<file path="src/rtl/fetch_pkg.sv">
// ---------------------------------------------------------------------------
// fetch_pkg
// Shared definitions for the instruction fetch stage.
//   fetch_state_t : fetch FSM states (IDLE, REQ, WAIT, HOLD, HALTED)
//   ADDR_W_DEF    : default program counter / memory address width
//   HALT_OP       : opcode that stops fetch when FETCH_HALT_EN is defined
// ---------------------------------------------------------------------------
package fetch_pkg;

    typedef enum logic [2:0] {
        IDLE,
        REQ,
        WAIT,
        HOLD,
        HALTED
    } fetch_state_t;

    localparam int unsigned ADDR_W_DEF = 4;
    localparam logic [3:0]  HALT_OP    = 4'hF;

endpackage

</file>
<file path="src/rtl/instr_fetch_program_counter.sv">
// ---------------------------------------------------------------------------
// program_counter
// Program counter register with synchronous reset, global step enable,
// parallel load (jump) and increment with natural wrap at 2^ADDR_W.
// Ports:
//   clock, reset  : system clock, synchronous active-high reset (pc -> 0)
//   enable        : global step enable; low holds pc
//   load          : load load_addr (takes priority over inc)
//   inc           : advance pc by one, wrapping to 0
//   load_addr     : jump target
//   pc            : current program counter
// ---------------------------------------------------------------------------
module program_counter #(
    parameter int unsigned ADDR_W = 4
) (
    input  logic              clock,
    input  logic              reset,
    input  logic              enable,
    input  logic              load,
    input  logic              inc,
    input  logic [ADDR_W-1:0] load_addr,
    output logic [ADDR_W-1:0] pc
);

    always_ff @(posedge clock) begin
        if (reset) begin
            pc <= '0;
        end else if (enable) begin
            if (load) begin
                pc <= load_addr;
            end else if (inc) begin
                pc <= pc + ADDR_W'(1);
            end
        end
    end

endmodule

</file>
<file path="src/rtl/instr_fetch.sv">
// ---------------------------------------------------------------------------
// instr_fetch
// Instruction fetch stage: owns the program counter, reads one instruction
// byte per fetch from a synchronous RAM and presents it to the control unit
// through a valid/ready handshake. Jumps are taken on the accepting
// handshake.
// Optional feature macro: FETCH_HALT_EN -- opcode HALT_OP stops fetch after
// it has been accepted; only reset restarts. Undefined: HALT_OP is ordinary
// and halted is tied low.
// Ports:
//   clock, reset  : system clock, synchronous active-high reset
//   enable        : global step enable; low freezes all state
//   mem_addr      : RAM read address (equals pc, held through the read)
//   mem_rd        : RAM read strobe, one cycle per fetch
//   mem_data      : RAM read data, valid MEM_LAT cycles after mem_rd
//   instr         : captured instruction byte
//   opcode        : instr[7:4]
//   operando      : instr[3:0]
//   instr_valid   : instr holds an unconsumed instruction
//   instr_ready   : control unit accepts instr this cycle
//   jump          : take jump on the accepting handshake
//   jump_addr     : jump target
//   pc            : address of instruction held or being fetched
//   halted        : fetch stopped on halt opcode
// Parameters: ADDR_W (address width), MEM_LAT (RAM read latency, 1..3)
// ---------------------------------------------------------------------------
module instr_fetch
    import fetch_pkg::*;
#(
    parameter int unsigned ADDR_W  = ADDR_W_DEF,
    parameter int unsigned MEM_LAT = 1
) (
    input  logic              clock,
    input  logic              reset,
    input  logic              enable,
    output logic [ADDR_W-1:0] mem_addr,
    output logic              mem_rd,
    input  logic [7:0]        mem_data,
    output logic [7:0]        instr,
    output logic [3:0]        opcode,
    output logic [3:0]        operando,
    output logic              instr_valid,
    input  logic              instr_ready,
    input  logic              jump,
    input  logic [ADDR_W-1:0] jump_addr,
    output logic [ADDR_W-1:0] pc,
    output logic              halted
);

    localparam logic [1:0] LAT_INIT = 2'(MEM_LAT);

    fetch_state_t state, state_next;
    logic [1:0]   lat_cnt;
    logic         handshake;
    logic         is_halt;
    logic         capture;
    logic         pc_load;
    logic         pc_inc;

    assign handshake = enable && (state == HOLD) && instr_ready;
    // Capture on the edge where the latency counter reaches zero.
    assign capture   = enable && (state == WAIT) && (lat_cnt == 2'd1);

`ifdef FETCH_HALT_EN
    assign is_halt = (instr[7:4] == HALT_OP);
    assign halted  = (state == HALTED);
`else
    assign is_halt = 1'b0;
    assign halted  = 1'b0;
`endif

    // A halting handshake neither jumps nor advances: pc stays frozen.
    assign pc_load = handshake && !is_halt && jump;
    assign pc_inc  = handshake && !is_halt && !jump;

    program_counter #(
        .ADDR_W (ADDR_W)
    ) u_pc (
        .clock     (clock),
        .reset     (reset),
        .enable    (enable),
        .load      (pc_load),
        .inc       (pc_inc),
        .load_addr (jump_addr),
        .pc        (pc)
    );

    always_ff @(posedge clock) begin
        if (reset) begin
            state <= IDLE;
        end else if (enable) begin
            state <= state_next;
        end
    end

    always_comb begin
        state_next = state;
        mem_rd     = 1'b0;
        case (state)
            IDLE: begin
                state_next = REQ;
            end
            REQ: begin
                mem_rd     = enable;
                state_next = WAIT;
            end
            WAIT: begin
                if (lat_cnt == 2'd1) begin
                    state_next = HOLD;
                end
            end
            HOLD: begin
                if (instr_ready) begin
                    state_next = is_halt ? HALTED : REQ;
                end
            end
            HALTED: begin
                state_next = HALTED;
            end
            default: begin
                state_next = IDLE;
            end
        endcase
    end

    always_ff @(posedge clock) begin
        if (reset) begin
            lat_cnt <= '0;
        end else if (enable) begin
            if (state == REQ) begin
                lat_cnt <= LAT_INIT;
            end else if (state == WAIT) begin
                lat_cnt <= lat_cnt - 2'd1;
            end
        end
    end

    always_ff @(posedge clock) begin
        if (reset) begin
            instr <= '0;
        end else if (capture) begin
            instr <= mem_data;
        end
    end

    // pc only changes on a handshake, so it is stable from REQ to capture.
    assign mem_addr    = pc;
    assign opcode      = instr[7:4];
    assign operando    = instr[3:0];
    assign instr_valid = (state == HOLD);

endmodule

</file>
<file path="config.mk">
export PLATFORM = sky130hd
export DESIGN_NAME = instr_fetch
export DESIGN_NICKNAME = d
export VERILOG_FILES = /design/src/rtl/fetch_pkg.sv /design/src/rtl/instr_fetch_program_counter.sv /design/src/rtl/instr_fetch.sv
export SDC_FILE = /design/constraint.sdc
export NUM_CORES = 1
export LEC_CHECK = 0
export BUFFER_PORTS_ARGS = -buffer_cell sky130_fd_sc_hd__buf_2
export CORE_UTILIZATION = 44
export CTS_BUF_LIST = sky130_fd_sc_hd__clkbuf_4
export DETAILED_ROUTE_END_ITERATION = 7
export PLACE_DENSITY = 0.87
export SLEW_MARGIN = 40
export SYNTH_ARGS = -nofsm -noshare
export SYNTH_HDL_FRONTEND = slang
export SYNTH_SLANG_ARGS = --single-unit
</file>
<file path="constraint.sdc">
create_clock -name clock -period 2.1 [get_ports clock]
set_input_delay 0.105 -clock clock [delete_from_list [all_inputs] [get_ports clock]]
set_output_delay 0.105 -clock clock [all_outputs]
set_load 0.005 [all_outputs]
</file>
======== After elaboration in Yosys (flattened, before gate mapping) ========
Index checks and enable logic that the tools add are counted.
storage, ports and cells
  memories ................................ 0
  bits in registers ....................... 17
  RAM bits ................................ 0
  ROM bits ................................ 0
  word-level logic and storage cells ...... 34
  output and inout bits ................... 27
  latch bits .............................. 0
operators by class
  $lt $le $gt $ge ......................... 0
  reduce and logical (&&, ||, !) cells .... 13
  divide/modulo/power cells ............... 0
  bitwise logic cells ..................... 0
  multiply operators ...................... 0
  equal/unequal tests ..................... 7
  mux-type cells .......................... 8
  shift-type cells ........................ 0
  $add $sub $neg .......................... 2
operator list
  cell                 number
  $pmux 3 s5           1
  $mux 4               2
  $eq 3x2->1 const B   2
  $logic_and 1x1->1    6
  $mux 3               2
  $add 4x1->4 const B  1
  $mux 2               2
  $reduce_and 2->1     2
  $reduce_bool 2->1    2
  $eq 3x1->1 const B   1
  $eq 3x3->1 const B   1
  $logic_not 3->1      1
  $reduce_and 3->1     1
  $eq 2x1->1 const B   1
  $ne 2x1->1 const B   1
  $ne 2x2->1 const B   1
  $sub 2x1->2 const B  1
  $logic_not 1->1      1
  $mux 1               1

======== Depth between registers and ports, before layout ========
  word-level depth ........................ 6
  mapped depth ............................ 6
  mapped depth without buffers ............ 5

======== Cells and area by module ========
Synthesis repeated with hierarchy kept, for this count alone.
unflattened totals
  cells, all modules ...................... 113
  area total of the unflattened synthesis .. 978.4 um^2
modules (own cells, without submodules)
  module           times used  seq. area each (um^2)  area an instance (um^2)  cells each
  instr_fetch      1           260.2                  744.5                    85
  program_counter  1           80.1                   234.0                    28

======== Least setup slack after synthesis ========
Ideal clock, no wire load.
  path kind ............................... reg2reg
  from .................................... register lat_cnt[1]
  to ...................................... register state[0]
  library setup time ...................... 0.116 ns
  buffers on the path ..................... 1
  arrival ................................. 1.123 ns
  setup slack ............................. 0.861 ns
  cell stages (with the launch flop) ...... 7
  cells stage by stage .................... dfxtp_1 > inv_1 > ha_1 > clkbuf_1 > inv_1 > a21boi_0 > o211a_1
on the way
  longest elaborated chain between the ends .. 3
ends and longest elaborated chain
  item                        RTL line            text
  from (decl)                 instr_fetch.sv:53   logic [1:0] lat_cnt;
  from (signal assigned)      instr_fetch.sv:133  lat_cnt <= lat_cnt - 2'd1;
  $eq 2x1->1                  instr_fetch.sv:108  if (lat_cnt == 2'd1) begin
  $ne 2x2->1 (no line)        -
  $reduce_and 3->1 (no line)  -
  to (signal assigned)        instr_fetch.sv:92   state <= state_next;
  to (decl)                   instr_fetch.sv:52   fetch_state_t state, state_next;
Every way passes these cells.
A chain may end at the register's enable or synchronous reset.

======== Worst setup path after layout ========
  from .................................... register state[1]
  to ...................................... register u_pc.pc[0]
on the way
  longest elaborated chain between the ends .. 6
ends and longest elaborated chain
  item                                  RTL line                              text
  $eq 3x2->1 *                          instr_fetch.sv:60                     assign handshake = enable && (state == HOLD) && instr_ready;
  $logic_and 1x1->1 * (2 in a row)      instr_fetch.sv:60
  $logic_and 1x1->1 (on tied branches)  instr_fetch.sv:73, instr_fetch.sv:74
  $reduce_bool 2->1 (no line)           -
  $reduce_and 2->1 (no line)            -
  to (signal assigned)                  instr_fetch_program_counter.sv:30     pc <= load_addr;
  to (signal assigned)                  instr_fetch_program_counter.sv:32     pc <= pc + ADDR_W'(1);
  to (decl)                             instr_fetch_program_counter.sv:22     output logic [ADDR_W-1:0] pc
Mark *: on every way between the ends. The rest lies on a longest branch, timed or not.

==> flow_summary.yaml <==
logic_synthesis:
  synth_top_area_share_pct: 35.84
  yosys.area_share.simple_pct: 21.08
  ys.flop_type: "dfxtp_1"
  netlist_area_um2: 949.7
  synth_top_family_by_area: "compound AO/OA/AOI/OAI gates"
  synth-seq-area-share_pct: 35.84
  synth_cell_type_count: 37
  ys.warnings.count: 0
  yosys.area.top_type: "dfxtp_1"
  synth_edf_count: 0
  synth_adder_area_share_pct: 2.635
  muxShareOfSynthArea_pct: 1.054
  synth-xor-area-share_pct: 0
  synth-compound-area-share_pct: 24.24
  synth.area.top_cells: "dfxtp_1, buf_4, a21oi_1, o21ai_0, nand3_1"
  synth-async-reset-ratio_pct: 0
  ys_ff_latch: 17
  synth_cells: 113
  avgSynthCellArea_um2: 8.404
  syn-num-nets: 132
status:
  status: "finished clean"
final_layout:
  final_nets: 159
  syn_to_final_growth_pct: 15.02
  diodes: 0
  drive_gt1_share_pct: 35.97
  design_area_um2: 1092
floorplanning:
  core_area_um2: 2002
  ioPinCount: 44
  die_w_um: 48.46
  rows: 16
  die_h_um: 48.46
  start_util_pct: 47.44
  dieArea_um2: 2348
cts:
  cts_tree: "built"
  cts_resized: 0
  cts_buffers: 3
  cts.sinks: 17
  postCtsHoldBufs: 0
  h-tree-depth: 1
  clockRootBuffer: "clkbuf_4"
  clk_latency_ns: 0.29
  clk_path_buf_depth: 2
  postCtsSetupRepairBufs: 0
  path_clk_slew_ns: 0.10
critical_path:
  path_class: "reg -> reg"
  cp-end-kind: "flop"
  worstReg2RegEnd: "u_pc.pc[0]"
  r2r-start: "state[1]"
  crit_fanout: 13
  crit_path_end: "u_pc.pc[0]"
  required_ns: 2.33
  reg2reg_depth: 3
  r2r_slack_ns: 0.70
  cp.arrival_ns: 1.63
  cp-start-kind: "flop"
  crit_start: "state[1]"
timing:
  setup_viol: 0
  tns_ns: 0
  period_share_pct: 66.81
  fin_skew_ns: 0.001847
  min_period_ns: 1.403
  rsz0062_at_grt: "no"
  finalHoldViolations: 0
  fmax_mhz: 712.7
  slew_viol_final: 0
place:
  io_buffers: 42
  place_area_um2: 1065
  place_hpwl_mm: 1.470
  gp_congestion: 0.7899
drt:
  vias: 891
  drt_iter0_drc: 21
  drc: 0
  ant_nets: 0
  dr.pass1.iters: 4
  vias_per_cell: 5.367
  wl_per_cell_um: 12.01
  drt-total-wl_mm: 1.994
power_and_ir_drop:
  p_per_area_nw_per_um2: 541.8
  vdd_drop_max_mv: 0.3934
  finalPower_uw: 591.8
  leakage_uw: 0.0005090
global_route:
  antenna_found_initial: 0
  grt_usage_pct: 18.55
  gr-total-overflow: 0
  grt_pass1_wl_mm: 3.456
  grt_pass1_vias: 780
  grt_max_degree: 16
job:
  maxCapViolCount: 0
worst_hold_path:
  hp-class: "in -> reg"
-- cell usage in the layout (no fill, tap or decap), types with 2 or more instances in the layout --
cell type	instances
a21oi_1	14
a31oi_1	2
and3_1	2
buf_2	42
clkbuf_4	3
dfxtp_1	17
ha_1	2
inv_1	3
nand2_1	2
nand3_1	9
nand4b_1	2
nor2_1	3
nor3_1	2
o21a_1	2
o21ai_0	11
o311ai_0	2
o41ai_1	2
-- worst min-delay path by stage --
| stage | start | to | slack [ns] | cells past startpoint |
|---|---|---|---|---|
| 6_report | mem_data[6] | instr[6] | 0.05 | 3 |
| 5_1_grt | mem_data[6] | instr[6] | 0.04 | 3 |
| 4_1_cts | mem_data[6] | instr[6] | 0.05 | 3 |
| 3_5_place_dp | mem_data[6] | instr[6] | 0.37 | 3 |
| 3_3_place_gp | mem_data[6] | instr[6] | 0.36 | 3 |
| 2_1_floorplan | reset | u_pc.pc[1] | 0.18 | 1 |
-- stage by stage --
| stage | util, % | hold slack (ns) | instances | setup slack [ns] |
|---|---|---|---|---|
| after floorplan | - | 0.1771 | 113 | 0.8613 |
| final | 54.56 | 0.05259 | 166 | 0.6969 |
| after detailed placement | 53.19 | 0.3668 | 162 | 0.7325 |
| after CTS | 54.56 | 0.04716 | 166 | 0.7135 |
| after global placement | 53.19 | 0.3601 | 162 | 0.7883 |
| after global routing | 54.56 | 0.03996 | 166 | 0.5021 |
-- kinds of logic after synthesis --
group	Yosys count
AO/OA/AOI/OAI	38
adder cells (fa/ha/maj)	2
buffers and inverters	23
flip-flops	17
multiplexers	1
other	1
AND/OR/NAND/NOR	31
-- final cells by class --
class	count	area, um2
Sequential cell	17	340.3
Timing Repair Buffer	42	210.2
Clock inverter	1	5.005
Inverter	3	11.26
Tap cell	27	33.78
Clock buffer	3	22.52
Fill cell	199	909.6
Multi-Input combinational cell	73	469.2
-- cell usage after synthesis (2+ instances only) --
cell type,number
a21oi_1,14
a31oi_1,2
and3_1,2
buf_2,4
buf_4,13
clkbuf_1,2
dfxtp_1,17
ha_1,2
inv_1,3
nand2_1,2
nand3_1,9
nand4b_1,2
nor2_1,3
nor3_1,2
o21a_1,2
o21ai_0,11
o311ai_0,2
o41ai_1,2
-- flip-flops by register name (all words and copies together) (netlist names) --
name	count
lat_cnt	2
instr	8
u_pc.pc	4
state	3
-- power by group --
| group | total (uW) | switching [uW] | internal, uW | leakage [uW] |
|---|---|---|---|---|
| registers | 341 | 12.0 | 329 | 0.000138 |
| clock network | 174 | 103 | 71.0 | 0.0000177 |
| logic | 76.5 | 41.6 | 34.9 | 0.000354 |
| total | 592 | 157 | 435 | 0.000509 |
-- layer usage --
layer	GRT usage, %	routed length [um]	part of all wire [%]
met4	5.882	26	1.3
met3	5.346	138	6.9
met5	0	0	0
met2	31.22	914	46
met1	22.76	915	46
-- critical path: stages (launching register included) --
cell and delay (ns):
dfxtp_1 0.55, nand3_2 0.20, or4_1 0.43, a31oi_1 0.16
Note: power is estimated with default switching activity, not from simulation.
